--- src/rtl/axi_stream_pkg.sv ---
// -----------------------------------------------------------------------------
// axi_stream_pkg
// Definitions shared by the image-framing blocks: the frame packer here and
// the framing parsers in the downstream filter stages.
//   frame_state_e  : frame transmitter states
//   SIZE_W_DEFAULT : default width of the frame dimension fields
//   HDR_*          : positions of the header beats within a frame
// -----------------------------------------------------------------------------
package axi_stream_pkg;

  typedef enum logic [1:0] {
    IDLE  = 2'd0,
    YSIZE = 2'd1,
    PIXEL = 2'd2,
    DRAIN = 2'd3
  } frame_state_e;

  localparam int SIZE_W_DEFAULT = 13;

  // Beat 0 carries X size, beat 1 carries Y size, pixels start at HDR_BEATS.
  localparam int HDR_X_IDX = 0;
  localparam int HDR_Y_IDX = 1;
  localparam int HDR_BEATS = 2;

endpackage

--- src/rtl/axi_stream_out_reg.sv ---
// -----------------------------------------------------------------------------
// axi_stream_out_reg
// Single-stage valid/ready register slice carrying data and last.
// Ports:
//   clk_i, rst_n_i     clock, asynchronous active-low reset
//   load_i             capture data_i/last_i (only assert while free_o)
//   data_i, last_i     beat to capture
//   ready_i            downstream ready
//   valid_o, data_o, last_o  registered beat
//   free_o             slot can accept a new beat this cycle
// -----------------------------------------------------------------------------
module axi_stream_out_reg #(
  parameter int DATA_W = 24
) (
  input  logic              clk_i,
  input  logic              rst_n_i,
  input  logic              load_i,
  input  logic [DATA_W-1:0] data_i,
  input  logic              last_i,
  input  logic              ready_i,
  output logic              valid_o,
  output logic [DATA_W-1:0] data_o,
  output logic              last_o,
  output logic              free_o
);

  // The slot is free when empty or when its current beat leaves this cycle,
  // so a drain and a reload may happen on the same edge.
  assign free_o = !valid_o || ready_i;

  always_ff @(posedge clk_i or negedge rst_n_i) begin
    if (!rst_n_i) begin
      valid_o <= 1'b0;
      data_o  <= '0;
      last_o  <= 1'b0;
    end else if (load_i) begin
      valid_o <= 1'b1;
      data_o  <= data_i;
      last_o  <= last_i;
    end else if (ready_i) begin
      valid_o <= 1'b0;
      last_o  <= 1'b0;
    end
  end

endmodule

--- src/rtl/axi_stream_frame_packer.sv ---
// -----------------------------------------------------------------------------
// axi_stream_frame_packer
// Wraps a bare pixel stream into the image framing format:
// X size beat, Y size beat, X*Y pixel beats, tlast on the final beat.
// Ports:
//   clk_i, rst_n_i            clock, asynchronous active-low reset
//   start_i, xsize_i, ysize_i frame request and dimensions (sampled in IDLE)
//   busy_o, done_o            frame in progress / one-cycle completion pulse
//   s_tvalid_i/s_tready_o/s_tdata_i            pixel input stream
//   m_tvalid_o/m_tready_i/m_tlast_o/m_tdata_o  framed output stream
// -----------------------------------------------------------------------------
module axi_stream_frame_packer
  import axi_stream_pkg::*;
#(
  parameter int DATA_W = 24,
  parameter int SIZE_W = SIZE_W_DEFAULT
) (
  input  logic              clk_i,
  input  logic              rst_n_i,
  input  logic              start_i,
  input  logic [SIZE_W-1:0] xsize_i,
  input  logic [SIZE_W-1:0] ysize_i,
  output logic              busy_o,
  output logic              done_o,
  input  logic              s_tvalid_i,
  output logic              s_tready_o,
  input  logic [DATA_W-1:0] s_tdata_i,
  output logic              m_tvalid_o,
  input  logic              m_tready_i,
  output logic              m_tlast_o,
  output logic [DATA_W-1:0] m_tdata_o
);

  frame_state_e      state_q, state_d;
  logic [SIZE_W-1:0] xsize_q, ysize_q;
  logic [SIZE_W-1:0] col_q, row_q;
  logic              slot_free;
  logic              load;
  logic [DATA_W-1:0] load_data;
  logic              load_last;
  logic              pix_hs;
  logic              col_end;
  logic              row_end;
  logic              frame_end;

  axi_stream_out_reg #(.DATA_W(DATA_W)) u_out_reg (
    .clk_i   (clk_i),
    .rst_n_i (rst_n_i),
    .load_i  (load),
    .data_i  (load_data),
    .last_i  (load_last),
    .ready_i (m_tready_i),
    .valid_o (m_tvalid_o),
    .data_o  (m_tdata_o),
    .last_o  (m_tlast_o),
    .free_o  (slot_free)
  );

  assign col_end = (col_q == xsize_q - SIZE_W'(1));
  assign row_end = (row_q == ysize_q - SIZE_W'(1));

  always_comb begin
    state_d    = state_q;
    load       = 1'b0;
    load_data  = '0;
    load_last  = 1'b0;
    s_tready_o = 1'b0;
    pix_hs     = 1'b0;
    frame_end  = 1'b0;
    case (state_q)
      // The slot is always empty in IDLE, so the X beat loads straight from
      // the input port rather than from the size register.
      IDLE: begin
        if (start_i) begin
          load      = 1'b1;
          load_data = DATA_W'(xsize_i);
          state_d   = YSIZE;
        end
      end
      // A zero dimension makes the Y beat the final beat of the frame.
      YSIZE: begin
        if (slot_free) begin
          load      = 1'b1;
          load_data = DATA_W'(ysize_q);
          load_last = (xsize_q == '0) || (ysize_q == '0);
          state_d   = load_last ? DRAIN : PIXEL;
        end
      end
      PIXEL: begin
        s_tready_o = slot_free;
        pix_hs     = s_tvalid_i && slot_free;
        if (pix_hs) begin
          load      = 1'b1;
          load_data = s_tdata_i;
          load_last = col_end && row_end;
          if (load_last) begin
            state_d = DRAIN;
          end
        end
      end
      DRAIN: begin
        if (m_tvalid_o && m_tready_i) begin
          frame_end = 1'b1;
          state_d   = IDLE;
        end
      end
      default: state_d = IDLE;
    endcase
  end

  always_ff @(posedge clk_i or negedge rst_n_i) begin
    if (!rst_n_i) begin
      state_q <= IDLE;
      xsize_q <= '0;
      ysize_q <= '0;
      col_q   <= '0;
      row_q   <= '0;
      busy_o  <= 1'b0;
      done_o  <= 1'b0;
    end else begin
      state_q <= state_d;
      done_o  <= frame_end;
      if (state_q == IDLE && start_i) begin
        xsize_q <= xsize_i;
        ysize_q <= ysize_i;
        col_q   <= '0;
        row_q   <= '0;
        busy_o  <= 1'b1;
      end else if (frame_end) begin
        busy_o <= 1'b0;
      end
      // Column wraps at xsize-1; rows advance on each wrap.
      if (pix_hs) begin
        if (col_end) begin
          col_q <= '0;
          row_q <= row_q + SIZE_W'(1);
        end else begin
          col_q <= col_q + SIZE_W'(1);
        end
      end
    end
  end

endmodule

--- config.mk ---
export PLATFORM = sky130hd
export DESIGN_NAME = axi_stream_frame_packer
export DESIGN_NICKNAME = d
export VERILOG_FILES = /design/src/rtl/axi_stream_pkg.sv /design/src/rtl/axi_stream_out_reg.sv /design/src/rtl/axi_stream_frame_packer.sv
export SDC_FILE = /design/constraint.sdc
export NUM_CORES = 1
export LEC_CHECK = 0
export BUFFER_PORTS_ARGS = -buffer_cell sky130_fd_sc_hd__buf_2
export CORE_ASPECT_RATIO = 0.8
export CORE_UTILIZATION = 60
export DETAILED_ROUTE_END_ITERATION = 16
export PLACE_DENSITY = 0.94
export SKIP_LAST_GASP = 1
export SLEW_MARGIN = 20
export SYNTH_ARGS = -nofsm -noshare
export SYNTH_HDL_FRONTEND = slang
export SYNTH_HIERARCHICAL = 1
export SYNTH_SLANG_ARGS = --single-unit
--- constraint.sdc ---
create_clock -name clk_i -period 8.58 [get_ports clk_i]
set_input_delay 1.287 -clock clk_i [delete_from_list [all_inputs] [get_ports clk_i]]
set_output_delay 1.287 -clock clk_i [all_outputs]
set_load 0.02 [all_outputs]
# [After elaboration in Yosys (flattened, before gate mapping)]
# Index checks and enable logic that the tools add are counted.
[totals] reg_bits=82 input_bits=55 output_inout_bits=29 elab_cells=71
[op_classes] n_addsub=4 n_eq_ne=10 mux=33 reduce_logical=14
[ops] cell="2-to-1 mux 13 bit" count=8
[ops] cell="one-hot mux 24 bit (3 select lines)" count=1
[ops] cell="adder 13 x 1 -> 13 bit, second input constant" count=2
[ops] cell="== test 13 bit" count=2
[ops] cell="logical NOT 13 bit" count=2
[ops] cell="subtractor 13 x 1 -> 13 bit, second input constant" count=2
[ops] cell="2-to-1 mux 24 bit" count=1
[ops] cell="2-to-1 mux 1 bit" count=15
[ops] cell="2-to-1 mux 2 bit" count=5
[ops] cell="inequality test 2 bit, second input constant" count=5
[ops] cell="one-hot mux 2 bit (4 select lines)" count=1
[ops] cell="nonzero test 2 bit" count=3
[ops] cell="AND reduction 5 bit" count=1
[ops] cell="== test 2 bit, second input constant" count=2
[ops] cell="logical AND 1 bit" count=4
[ops] cell="one-hot mux 1 bit (3 select lines)" count=1
[ops] cell="== test 2 x 1 -> 1 bit, second input constant" count=1
[ops] cell="logical NOT 2 bit" count=1
[ops] cell="logical OR 1 bit" count=2
[ops] cell="one-hot mux 1 bit (2 select lines)" count=1
[ops] cell="logical NOT 1 bit" count=1

# [Depth between registers and ports, before layout]
[logic_depth] word_depth=6 mapped_depth=11 depth_no_buf=10

# [Hierarchy]
# Netlist, hierarchy kept.
[by_module_without_submodules] module="axi_stream_frame_packer" n_inst=1 cells_per_inst=490 area_per_inst_um2=4012.6 seq_area_each_um2=1401.3
[by_module_without_submodules] module="axi_stream_out_reg" n_inst=1 cells_per_inst=57 area_per_inst_um2=1052.3 seq_area_each_um2=650.6

# [Least setup slack after synthesis]
# No wires, ideal clock.
[synth_timing] path_type="input to output" start="input port m_tready_i" end="output port s_tready_o" arrival_time_ps=1740 t_required_ps=7293 path_slack_ps=5553 stages=2 path_buffers=0 path_cell_list="nand2b_1 -> and2_1"
[synth_between] elab_chain_len=2
[synth_lines] item="from (decl)" line_no="axi_stream_frame_packer.sv:29" source="input logic m_tready_i,"
[synth_lines] item="logical OR 1 bit" line_no="axi_stream_out_reg.sv:29" source="assign free_o = !valid_o || ready_i;"
[synth_lines] item="2-to-1 mux 1 bit" line_no="axi_stream_frame_packer.sv:70" source="case (state_q)"
[synth_lines] item="to (decl)" line_no="axi_stream_frame_packer.sv:26" source="output logic s_tready_o,"
# No other way between the ends.

# [Worst setup path after layout]
[layout_timing] start="input port m_tready_i" end="register row_q[6]"
[layout_between] elab_chain_len=4
[layout_lines] item="logical OR 1 bit" line_no="axi_stream_out_reg.sv:29"
[layout_lines] item="net slot_free" line_no="axi_stream_frame_packer.sv:37" source="logic slot_free;"
[layout_lines] item="logical AND 1 bit" line_no="axi_stream_frame_packer.sv:91" source="pix_hs = s_tvalid_i && slot_free;"
[layout_lines] item="2-to-1 mux 1 bit" line_no="axi_stream_frame_packer.sv:70"
[layout_lines] item="2-to-1 mux 13 bit" line_no="axi_stream_frame_packer.sv:133" source="if (pix_hs) begin"
[layout_lines] item="to (signal assigned)" line_no="axi_stream_frame_packer.sv:136" source="row_q <= row_q + SIZE_W'(1);"
[layout_lines] item="to (decl)" line_no="axi_stream_frame_packer.sv:36" source="logic [SIZE_W-1:0] col_q, row_q;"
# The timed path passes the listed nets, and every way through them passes these cells.
# A chain may end at the register's enable or synchronous reset.

==> metrics.cfg <==
[global_routing]
grt_max_degree = 83
grt_pass1_vias = 4398
met1_usage = 0.416
grt-ovfl-total = 0
busiest_layer = met2
antenna_found_initial = 0
grt_pass1_wl_mm = 21.8
grt_usage = 0.317
met3_usage = 0.0939
grt_use_met2 = 0.491

[cts]
worstSkewPairLatency_ns = 0.36
clock_path_buffers = 2
clock-sinks = 82
cts_tree = done
postCtsSetupBuffers = 0
ctsHoldBuffers = 0
h-tree-depth = 3
cts_resized = 0
root_buffer = clkbuf_8
clk_pin_slew_worst_paths_ns = 0.08
numCtsBuffers = 9

[yosys]
ys_ff_latch = 82
synth_nets = 611
avgSynthCellArea_um2 = 9.26
syn_area_um2 = 5060
synth_ff_type = dfrtp_1
synth_edf_count = 0
synthCells = 547
synth.distinct_cells = 67
async_reset_ff_frac = 1.00
synth-warning-count = 6
seq_area_frac_synth = 0.405

[flow_run]
timing.max_cap.violations = 0

[floorplan]
initial_core_util = 0.629
io_pins = 84
placementRows = 29
die_area_um2 = 8810
core_um2 = 8060
die_y_um = 84.2
die_w_um = 105

[pwr]
leakage_nw = 2.74
power.internal_mw = 0.636
pwr-share-comb = 0.145
p_sw_frac = 0.271
power_density_nw_per_um2 = 154
design_power_total_mw = 0.873
power.switching_mw = 0.237
p_seq_frac = 0.490
power_frac_clock = 0.365
vdd_drop_max_mv = 0.136

[sta]
hold_viol_final = 0
slew_viol_final = 0
fmax_mhz = 296
relSlewSlack = 0.384
setup-tns-final_ns = 0
holdWs_ns = 0.510
setup_viol = 0
fin_crit_ns = 3.38
setup_slack_ns = 5.20
tightest_slew_ns = 0.925
skew_ns = 0.0112
finalCritPeriodShare = 0.394
grt_setup_unrepaired = false

[place]
dp_slack_ns = 4.98
placed_cells = 703
place_hpwl_mm = 9.47
placed_area_um2 = 5450
gp_congestion = 0.924
io_buffers = 83

[setup_path]
cp.required_ns = 8.88
critical_path.max_fanout = 22
cp-end-kind = flop
critPathLaunchType = primary input
worstSetupPathType = primary input to flop
cp.arrival_ns = 3.68

[routing]
ant_nets = 0
via_count = 4605
dr.pass1.iters = 5
detail_route.wl_per_cell_um = 18.5
routed_via_density = 6.40
drt_iter0_drc = 368
post-route-drc-count = 0
routed_wirelength_mm = 13.3

[layout]
fill_cells = 576
layout_commonest_cell = nand2_1
finish.utilization = 0.706
syn2layout_area_growth_pct = 12.3
diodes = 0
nets = 670
layout_common_cells = nand2_1 (84), dfrtp_1 (82), buf_2 (82), nor2_1 (34), o21ai_0 (24)
finish.instance_area_um2 = 5690
fin_cells = 719
drive_gt1_frac = 0.224

[min_path]
min_path_type = flop to flop

[outcome]
status = finished, final reports clean

==> cell families (layout without fill, tap and decap cells) <==
kind of cell	Yosys count	in the layout	synth area share
flip-flops	82	82	0.405
adder cells (fa/ha/maj)	9	9	0.0222
buffers and inverters	51	115	0.0462
multiplexers	25	25	0.0682
XOR/XNOR	41	41	0.0736
AO/OA/AOI/OAI	104	104	0.149
AND/OR/NAND/NOR	235	235	0.236
==> metal layers <==
layer | vias up | part of all wire
li1 | 2066 | -
met1 | 2252 | 0.40
met2 | 251 | 0.48
met3 | 36 | 0.089
met4 | 0 | 0.025
met5 | - | 0
==> layout make-up <==
cell class              count  area [µm²]  area share
multi-input cells         414        2790       0.490
flip-flops and latches     82        2050       0.361
repair buffers             84         429      0.0755
clock buffers              10         138      0.0242
well taps                 108         135      0.0238
clock inverters             6        90.1      0.0158
inverters                  15        56.3     0.00990
==> critical path, stage by stage <==
cell      delay (ns)
buf_2           0.11
nand2b_1        0.26
and3_1          0.81
nand4_1         0.71
a21oi_1         0.36
a31o_1          0.14
==> state kept, by name, indices dropped and copies added (netlist names) <==
| register | count |
|---|---|
| row_q | 13 |
| u_out_reg/last_o | 1 |
| ysize_q | 13 |
| done_o | 1 |
| u_out_reg/valid_o | 1 |
| state_q | 2 |
| col_q | 13 |
| u_out_reg/data_o | 24 |
| xsize_q | 13 |
| busy_o | 1 |
==> power groups by stage <==
| stage | clock network, mW | logic, mW | registers [mW] |
|---|---|---|---|
| after floorplan | 0 | 0.0636 | 0.448 |
| after global placement | 0 | 0.121 | 0.434 |
| after detailed placement | 0 | 0.125 | 0.435 |
| after CTS | 0.322 | 0.126 | 0.427 |
| after global routing | 0.337 | 0.136 | 0.430 |
| final | 0.318 | 0.127 | 0.428 |
==> worst paths after layout <==
| kind | from | to | slack [ns] | cells after the start |
|---|---|---|---|---|
| worst min register to register | u_out_reg/data_o[19] | u_out_reg/data_o[19] | 0.51 | 1 |
| worst min-delay path | u_out_reg/data_o[19] | u_out_reg/data_o[19] | 0.51 | 1 |
| max in group asynchronous | rst_n_i | row_q[12] | 7.12 | 1 |
| min in group asynchronous | rst_n_i | col_q[6] | 0.96 | 1 |
| worst max register to register | ysize_q[3] | state_q[1] | 5.31 | 7 |
| worst max-delay path | m_tready_i | row_q[6] | 5.20 | 6 |
==> synth_stat cells, drive strengths merged, types with 2 or more instances <==
cell      n  share of area
a21oi    10         0.0099
clkbuf   24          0.018
nand3b    2         0.0030
a31o      8          0.014
and2     17          0.021
xnor2    17          0.029
a222oi   13          0.026
xor2     23          0.040
nor3b     3         0.0044
a21o      2         0.0030
a41o      3         0.0059
inv      15          0.011
mux2     25          0.068
a31oi     3         0.0037
buf      12          0.017
a311oi    2         0.0035
nor4      7          0.015
nand2    85          0.063
o211ai    2         0.0030
or2       3         0.0037
nor4b     2         0.0047
a211oi    3         0.0044
nor3     11          0.011
and3     14          0.017
ha        9          0.022
o21ai    31          0.031
a211o     2         0.0035
dfrtp    82           0.41
nand4     7         0.0099
o2111ai   2         0.0035
o32ai     2         0.0035
o31ai     2         0.0030
o22ai     4         0.0049
nand3    23          0.023
nor2     35          0.026
o2bb2ai   2         0.0035
nand2b   15          0.019
a21boi    4         0.0059
or3       6         0.0074
No activity file was read; power rests on OpenSTA's default activity.
